--- config.mk ---
export PLATFORM = sky130hd
export DESIGN_NAME = output_layer_acc
export DESIGN_NICKNAME = d
export VERILOG_FILES = /design/src/rtl/output_layer_acc.sv
export SDC_FILE = /design/constraint.sdc
export NUM_CORES = 2
export LEC_CHECK = 0
export CORE_MARGIN = 4
export CORE_UTILIZATION = 40
export DETAILED_ROUTE_END_ITERATION = 8
export SLEW_MARGIN = 20
export SYNTH_ARGS = -nofsm -noshare
export SYNTH_HDL_FRONTEND = slang
export SYNTH_SLANG_ARGS = --single-unit
--- constraint.sdc ---
create_clock -name clk -period 15.6 [get_ports clk]
set_input_delay 3.9 -clock clk [delete_from_list [all_inputs] [get_ports clk]]
set_output_delay 3.9 -clock clk [all_outputs]
set_load 0.01 [all_outputs]
--- src/rtl/output_layer_acc.sv ---
// output_layer_acc
//   Output-layer accumulator of the classifier datapath. One inference streams
//   N_INPUTS signed activations; each activation is multiplied by ten per-class
//   signed weights and accumulated, with saturation, onto per-class biases. The
//   ten signed class scores are presented packed on Num for the argmax stage.
//
// Ports
//   clk          clock, all state updates on the rising edge
//   GlobalReset  synchronous active-high reset
//   Start        begin an inference (only honoured in IDLE)
//   Bias         NUM_SIZE*10 signed biases, slice k = class k, sampled on accepted Start
//   InValid      InData/Weights valid this cycle
//   InReady      block accepts a beat this cycle (high throughout ACC)
//   InData       IN_SIZE signed activation
//   Weights      W_SIZE*10 signed weights for the current activation, slice k = class k
//   Num          NUM_SIZE*10 signed class scores, slice k = class k
//   OutValid     Num holds a complete result (DONE)
//   OutReady     consumer takes the result
//   Busy         high in ACC or DONE
module output_layer_acc #(
  parameter int NUM_SIZE = 26,
  parameter int IN_SIZE  = 12,
  parameter int W_SIZE   = 10,
  parameter int N_INPUTS = 32
) (
  input  logic                  clk,
  input  logic                  GlobalReset,
  input  logic                  Start,
  input  logic [NUM_SIZE*10-1:0] Bias,
  input  logic                  InValid,
  output logic                  InReady,
  input  logic [IN_SIZE-1:0]    InData,
  input  logic [W_SIZE*10-1:0]  Weights,
  output logic [NUM_SIZE*10-1:0] Num,
  output logic                  OutValid,
  input  logic                  OutReady,
  output logic                  Busy
);

  localparam int NCLS   = 10;
  localparam int CNT_W  = $clog2(N_INPUTS + 1);
  localparam int PROD_W = IN_SIZE + W_SIZE;

  typedef enum logic [1:0] {
    S_IDLE = 2'd0,
    S_ACC  = 2'd1,
    S_DONE = 2'd2
  } state_t;

  state_t              r_state;
  state_t              w_next_state;
  logic [NUM_SIZE-1:0] r_acc [NCLS];
  logic [CNT_W-1:0]    r_cnt;
  logic                w_beat;
  logic                w_last_beat;

  // Saturating multiply-accumulate. The sum is formed one bit wider than the
  // accumulator so that overflow shows up as a disagreement of the top two bits.
  function automatic logic [NUM_SIZE-1:0] sat_mac(
    input logic [NUM_SIZE-1:0] acc,
    input logic [IN_SIZE-1:0]  act,
    input logic [W_SIZE-1:0]   wgt
  );
    logic signed [PROD_W-1:0]   prod;
    logic        [NUM_SIZE:0]   sum;
    logic        [NUM_SIZE-1:0] res;
    prod = $signed(act) * $signed(wgt);
    sum  = {acc[NUM_SIZE-1], acc}
         + {{(NUM_SIZE + 1 - PROD_W){prod[PROD_W-1]}}, prod};
    if (sum[NUM_SIZE] != sum[NUM_SIZE-1]) begin
      // Overflow: clamp towards the sign of the true result.
      if (sum[NUM_SIZE]) begin
        res = {1'b1, {(NUM_SIZE-1){1'b0}}};
      end else begin
        res = {1'b0, {(NUM_SIZE-1){1'b1}}};
      end
    end else begin
      res = sum[NUM_SIZE-1:0];
    end
    return res;
  endfunction

  // InReady comes from the state register only, so a beat never depends
  // combinationally on InValid reaching InReady.
  assign w_beat      = InValid && InReady;
  assign w_last_beat = w_beat && (r_cnt == CNT_W'(N_INPUTS - 1));

  // State register.
  always_ff @(posedge clk) begin
    if (GlobalReset) begin
      r_state <= S_IDLE;
    end else begin
      r_state <= w_next_state;
    end
  end

  // Next-state logic.
  always_comb begin
    w_next_state = r_state;
    case (r_state)
      S_IDLE: begin
        if (Start) w_next_state = S_ACC;
        else       w_next_state = S_IDLE;
      end
      S_ACC: begin
        if (w_last_beat) w_next_state = S_DONE;
        else             w_next_state = S_ACC;
      end
      S_DONE: begin
        // OutValid is constant high here, so OutReady alone completes the handshake.
        if (OutReady) w_next_state = S_IDLE;
        else          w_next_state = S_DONE;
      end
      default: w_next_state = S_IDLE;
    endcase
  end

  // Output decode from the state register.
  always_comb begin
    InReady  = 1'b0;
    OutValid = 1'b0;
    Busy     = 1'b0;
    case (r_state)
      S_ACC: begin
        InReady = 1'b1;
        Busy    = 1'b1;
      end
      S_DONE: begin
        OutValid = 1'b1;
        Busy     = 1'b1;
      end
      default: begin
        InReady  = 1'b0;
        OutValid = 1'b0;
        Busy     = 1'b0;
      end
    endcase
  end

  // Accumulators and beat counter: bias load on Start, MAC on each accepted beat.
  always_ff @(posedge clk) begin
    if (GlobalReset) begin
      for (int k = 0; k < NCLS; k++) r_acc[k] <= {NUM_SIZE{1'b0}};
      r_cnt <= {CNT_W{1'b0}};
    end else begin
      case (r_state)
        S_IDLE: begin
          if (Start) begin
            for (int k = 0; k < NCLS; k++) r_acc[k] <= Bias[k*NUM_SIZE +: NUM_SIZE];
            r_cnt <= {CNT_W{1'b0}};
          end else begin
            r_cnt <= r_cnt;
          end
        end
        S_ACC: begin
          if (w_beat) begin
            for (int k = 0; k < NCLS; k++)
              r_acc[k] <= sat_mac(r_acc[k], InData, Weights[k*W_SIZE +: W_SIZE]);
            r_cnt <= r_cnt + CNT_W'(1);
          end else begin
            r_cnt <= r_cnt;
          end
        end
        default: r_cnt <= r_cnt;
      endcase
    end
  end

  // Scores are the accumulator registers themselves; they only hold a
  // meaningful result while OutValid is high.
  for (genvar g = 0; g < NCLS; g++) begin : g_num
    assign Num[g*NUM_SIZE +: NUM_SIZE] = r_acc[g];
  end

endmodule
==> results.md <==
* Top post-synthesis cells by area: sky130_fd_sc_hd__fa_1, sky130_fd_sc_hd__ha_1, sky130_fd_sc_hd__edfxtp_1
* Via density per instance at 5.07
* Worst setup timing slack at the placement stage at around 3.7 ns
* Max-cap violations at 0
* RSZ-0062 raised after global routing: no
* Clock skew after layout at 0.0205 ns
* Main combinational cell family by area after synthesis: adder cells
* Worst-case clock buffer depth at 3
* Data arrival time of the worst path at between 10 and 15 ns
* Largest net degree at the start of global routing at 122
* Distinct cell type count after synthesis at 94
* Area of the core at 184000 um^2
* Number of cell rows at between 150 and 200
* Vias post-DR at 55600
* Share of synthesized area occupied by flip-flops and latches at 10.7%
* Total number of H-tree levels at 2
* Number of buffers added by the clock tree synthesis step at 43
* Count of flip-flops with a built-in enable after synthesis at 260
* Worst Reg-to-Reg Cells at 20
* Postcts setup bufs at 0
* Flops & latches, synth at 268
* Die Y-Extent at 439 um
* Number of failing hold endpoints at the final stage at 0
* Number of pins exceeding their max-slew limit in the final report at 0
* Remaining global-route overflow at 0
* Area share of the leading cell type in the synthesized netlist at 39.2%
* Share of flip-flops with an asynchronous set or reset after synthesis at 0%
* Peak Freq at 87.9 MHz
* Routed len/inst at 19.8 um
* Share of final-layout standard cells stronger than drive strength 1 at 2.39%
* Synth Net Count at around 11000
* Violation count after the first detailed-route iteration at between 3000 and 4000
* Time the final worst path needs with I/O delays and setup at ~11 ns
* CTS tree: done
* Synthesis-to-layout area growth at 13.6%
* Setup crit start kind: input port
* Top cell type by total area after synthesis: sky130_fd_sc_hd__fa_1
* Setup crit end: r_acc[3][24]
* Reg-to-reg critical path startpoint: r_acc[3][9]
* Clock root buffer master: sky130_fd_sc_hd__clkbuf_16
* Worst Slack Setup Final at 4.23 ns
* Number of failing setup endpoints in the final timing report at 0
* Most used DFF post-synth: sky130_fd_sc_hd__edfxtp_1
* Critical Path RT at 16.07 ns
* Most frequent cell after synthesis: sky130_fd_sc_hd__inv_1
* Later-pin clock latency in the skew report at 0.65 ns
* Final Core Density at 45.8%
* Synthesized instance count at 8078
* Total track usage at 23.1%
* Worst-path maximum fanout at 61
* Sum of negative setup slack at 0 ns
* Final cell count without fillers at 11000
* Starting density of the core at 40.4%
* Number of fill cells in the layout at 17800
* Category of the most critical setup path: in -> reg
* Post-cts resize count at 0
* Clock transition at the registers of the reported paths at 0.06 ns
* Class of the worst hold path: reg -> reg
* Depth of the worst hold-timing path at 2
* Post-synthesis instance area at 74100 um^2
* Nature of the critical path endpoint: flip-flop
* Via count of the first global-routing pass at between 60000 and 70000
* Wire length reported by the detailed router at 218 mm
* CTS hold repair buffers at 0
* Post-placement cell count at between 10000 and 15000
* Transition time of the tightest slew-check pin at 0.960 ns
* Slack of the worst reg-to-reg path at roughly 9 ns
* Share of the synthesized area in compound gates (AO/OA/AOI/OAI) at under 10%
* IO buf count at 639
* Syn_area_per_cell at 9.18 um^2
* Sequential cell area at 7970 um^2
* Final clock period utilization by the worst path at between 70 and 80%
* Number of top-level design ports at 640
* Normalized max-slew margin at 35.3%
* Final antenna-violating net count at 0
* Result of the run: completed
* Die area at 192000 um^2
* Post-detailed-placement half-perimeter wirelength at 177 mm
* Initial antenna violation count at 33
* Multi-input logic area at roughly 57000 um^2
* Post-route DRC at 0
* Critical Path Source: InData[4]
* Synth Area in XOR/XNOR at 2.79%
* Clk sink count at 268
* Simple-gate share of the synthesized area at 11.9%
* Drt first pass iters at 5
* Top cells by count, synth: sky130_fd_sc_hd__inv_1, sky130_fd_sc_hd__fa_1, sky130_fd_sc_hd__nand2_1, sky130_fd_sc_hd__ha_1, sky130_fd_sc_hd__and2_1
* Horizontal die dimension at ~440 um
* Number of synthesis warnings at 0
* Number of nets in the final layout at 11000
* FF-to-FF End: r_acc[3][24]
* Arithmetic-cell share of the synthesized area counting full adders, half adders and majority gates at between 50% and 60%
* Global-route wire length before repair at 348 mm
* Routability congestion estimate from global placement at 0.886
* Multiplexer area fraction after synthesis at 0.223%
==> cells in the final DEF, fill, tap and decap left out, types with 32 or more instances in the layout <==
cell type,synthesis,final
sky130_fd_sc_hd__xnor2_1,131,128
sky130_fd_sc_hd__a211oi_1,32,32
sky130_fd_sc_hd__clkdlybuf4s50_1,0,627
sky130_fd_sc_hd__xor2_1,100,99
sky130_fd_sc_hd__and2_1,466,466
sky130_fd_sc_hd__clkbuf_16,0,43
sky130_fd_sc_hd__maj3_1,137,137
sky130_fd_sc_hd__buf_4,1,60
sky130_fd_sc_hd__nand3_1,58,57
sky130_fd_sc_hd__fa_1,1450,1450
sky130_fd_sc_hd__o21a_1,49,49
sky130_fd_sc_hd__inv_1,2063,2063
sky130_fd_sc_hd__edfxtp_1,260,260
sky130_fd_sc_hd__nor3_1,51,51
sky130_fd_sc_hd__a21oi_1,343,342
sky130_fd_sc_hd__nor2_1,140,139
sky130_fd_sc_hd__nand2b_1,46,46
sky130_fd_sc_hd__nor2b_1,131,131
sky130_fd_sc_hd__a21o_1,81,81
sky130_fd_sc_hd__o21ai_0,294,294
sky130_fd_sc_hd__nand2_1,770,770
sky130_fd_sc_hd__ha_1,705,705
==> flip-flops by register name, summed over array words and instances, names as in the netlist <==
| name | count |
|---|---|
| r_acc | 260 |
| r_cnt | 6 |
| r_state | 2 |
==> critical path, cell delays in order <==
cell and delay (ns):
sky130_fd_sc_hd__buf_4 0.68, sky130_fd_sc_hd__buf_4 0.62, sky130_fd_sc_hd__nand2_1 0.18, sky130_fd_sc_hd__fa_1 0.46, sky130_fd_sc_hd__fa_1 0.49, sky130_fd_sc_hd__inv_1 0.06
sky130_fd_sc_hd__fa_1 0.49, sky130_fd_sc_hd__fa_1 0.49, sky130_fd_sc_hd__inv_1 0.05, sky130_fd_sc_hd__fa_1 0.48, sky130_fd_sc_hd__inv_1 0.04, sky130_fd_sc_hd__ha_1 0.34
sky130_fd_sc_hd__a2111oi_0 0.40, sky130_fd_sc_hd__o21ai_1 0.16, sky130_fd_sc_hd__and3_1 0.24, sky130_fd_sc_hd__a221oi_2 0.41, sky130_fd_sc_hd__o31ai_1 0.26, sky130_fd_sc_hd__o31ai_1 0.38
sky130_fd_sc_hd__a31oi_1 0.20, sky130_fd_sc_hd__xnor2_2 0.15, sky130_fd_sc_hd__buf_4 0.28, sky130_fd_sc_hd__nand3_1 0.70, sky130_fd_sc_hd__nand3_1 0.34
==> metal layers <==
metal | track usage, % | up-vias | wire (um)
met4 | 8.32 | 10 | 8610
met2 | 39.7 | 1338 | 107000
met3 | 2.83 | 285 | 10100
met5 | 0 | - | 82
met1 | 29.9 | 28500 | 91500
li1 | - | 25500 | -
==> cell type report <==
cell class                      count  share of cell area (%)
Multi-Input combinational cell   5385                    67.8
Sequential cell                   268                    9.46
Inverter                         2063                    9.20
Timing Repair Buffer              692                    8.11
Tap cell                         2464                    3.66
Clock buffer                       48                    1.30
Clock inverter                     29                   0.377
Antenna cell                       23                  0.0684
==> how the worst min path moves through the flow <==
| stage | start | to |
|---|---|---|
| floorplan | r_cnt[5] | r_cnt[5] |
| global placement | r_cnt[5] | r_cnt[5] |
| detailed placement | r_cnt[5] | r_cnt[5] |
| CTS | r_cnt[5] | r_cnt[5] |
| global route | r_cnt[5] | r_cnt[5] |
| finish | r_cnt[5] | r_cnt[5] |
==> per-stage QoR <==
| step | cell area [um^2] | hold WS, ns |
|---|---|---|
| global placement | 82700 | 0.469 |
| floorplan | 74100 | 0.458 |
| CTS | 84100 | 0.487 |
| detailed placement | 82700 | 0.479 |
| finish | 84200 | 0.490 |
| global route | 84200 | 0.559 |
==> kinds of logic after synthesis <==
group | Yosys count
muxes | 15
DFF | 268
buffers and inverters | 2425
xor gates and xnor gates | 233
and+or+nand+nor | 1781
AOI/OAI and AO/OA | 1054
adders and majority gates | 2302
Power is left out: the tool's default activity adds up to more than one toggle a clock period on the data nets, which glitch-free logic cannot reach.
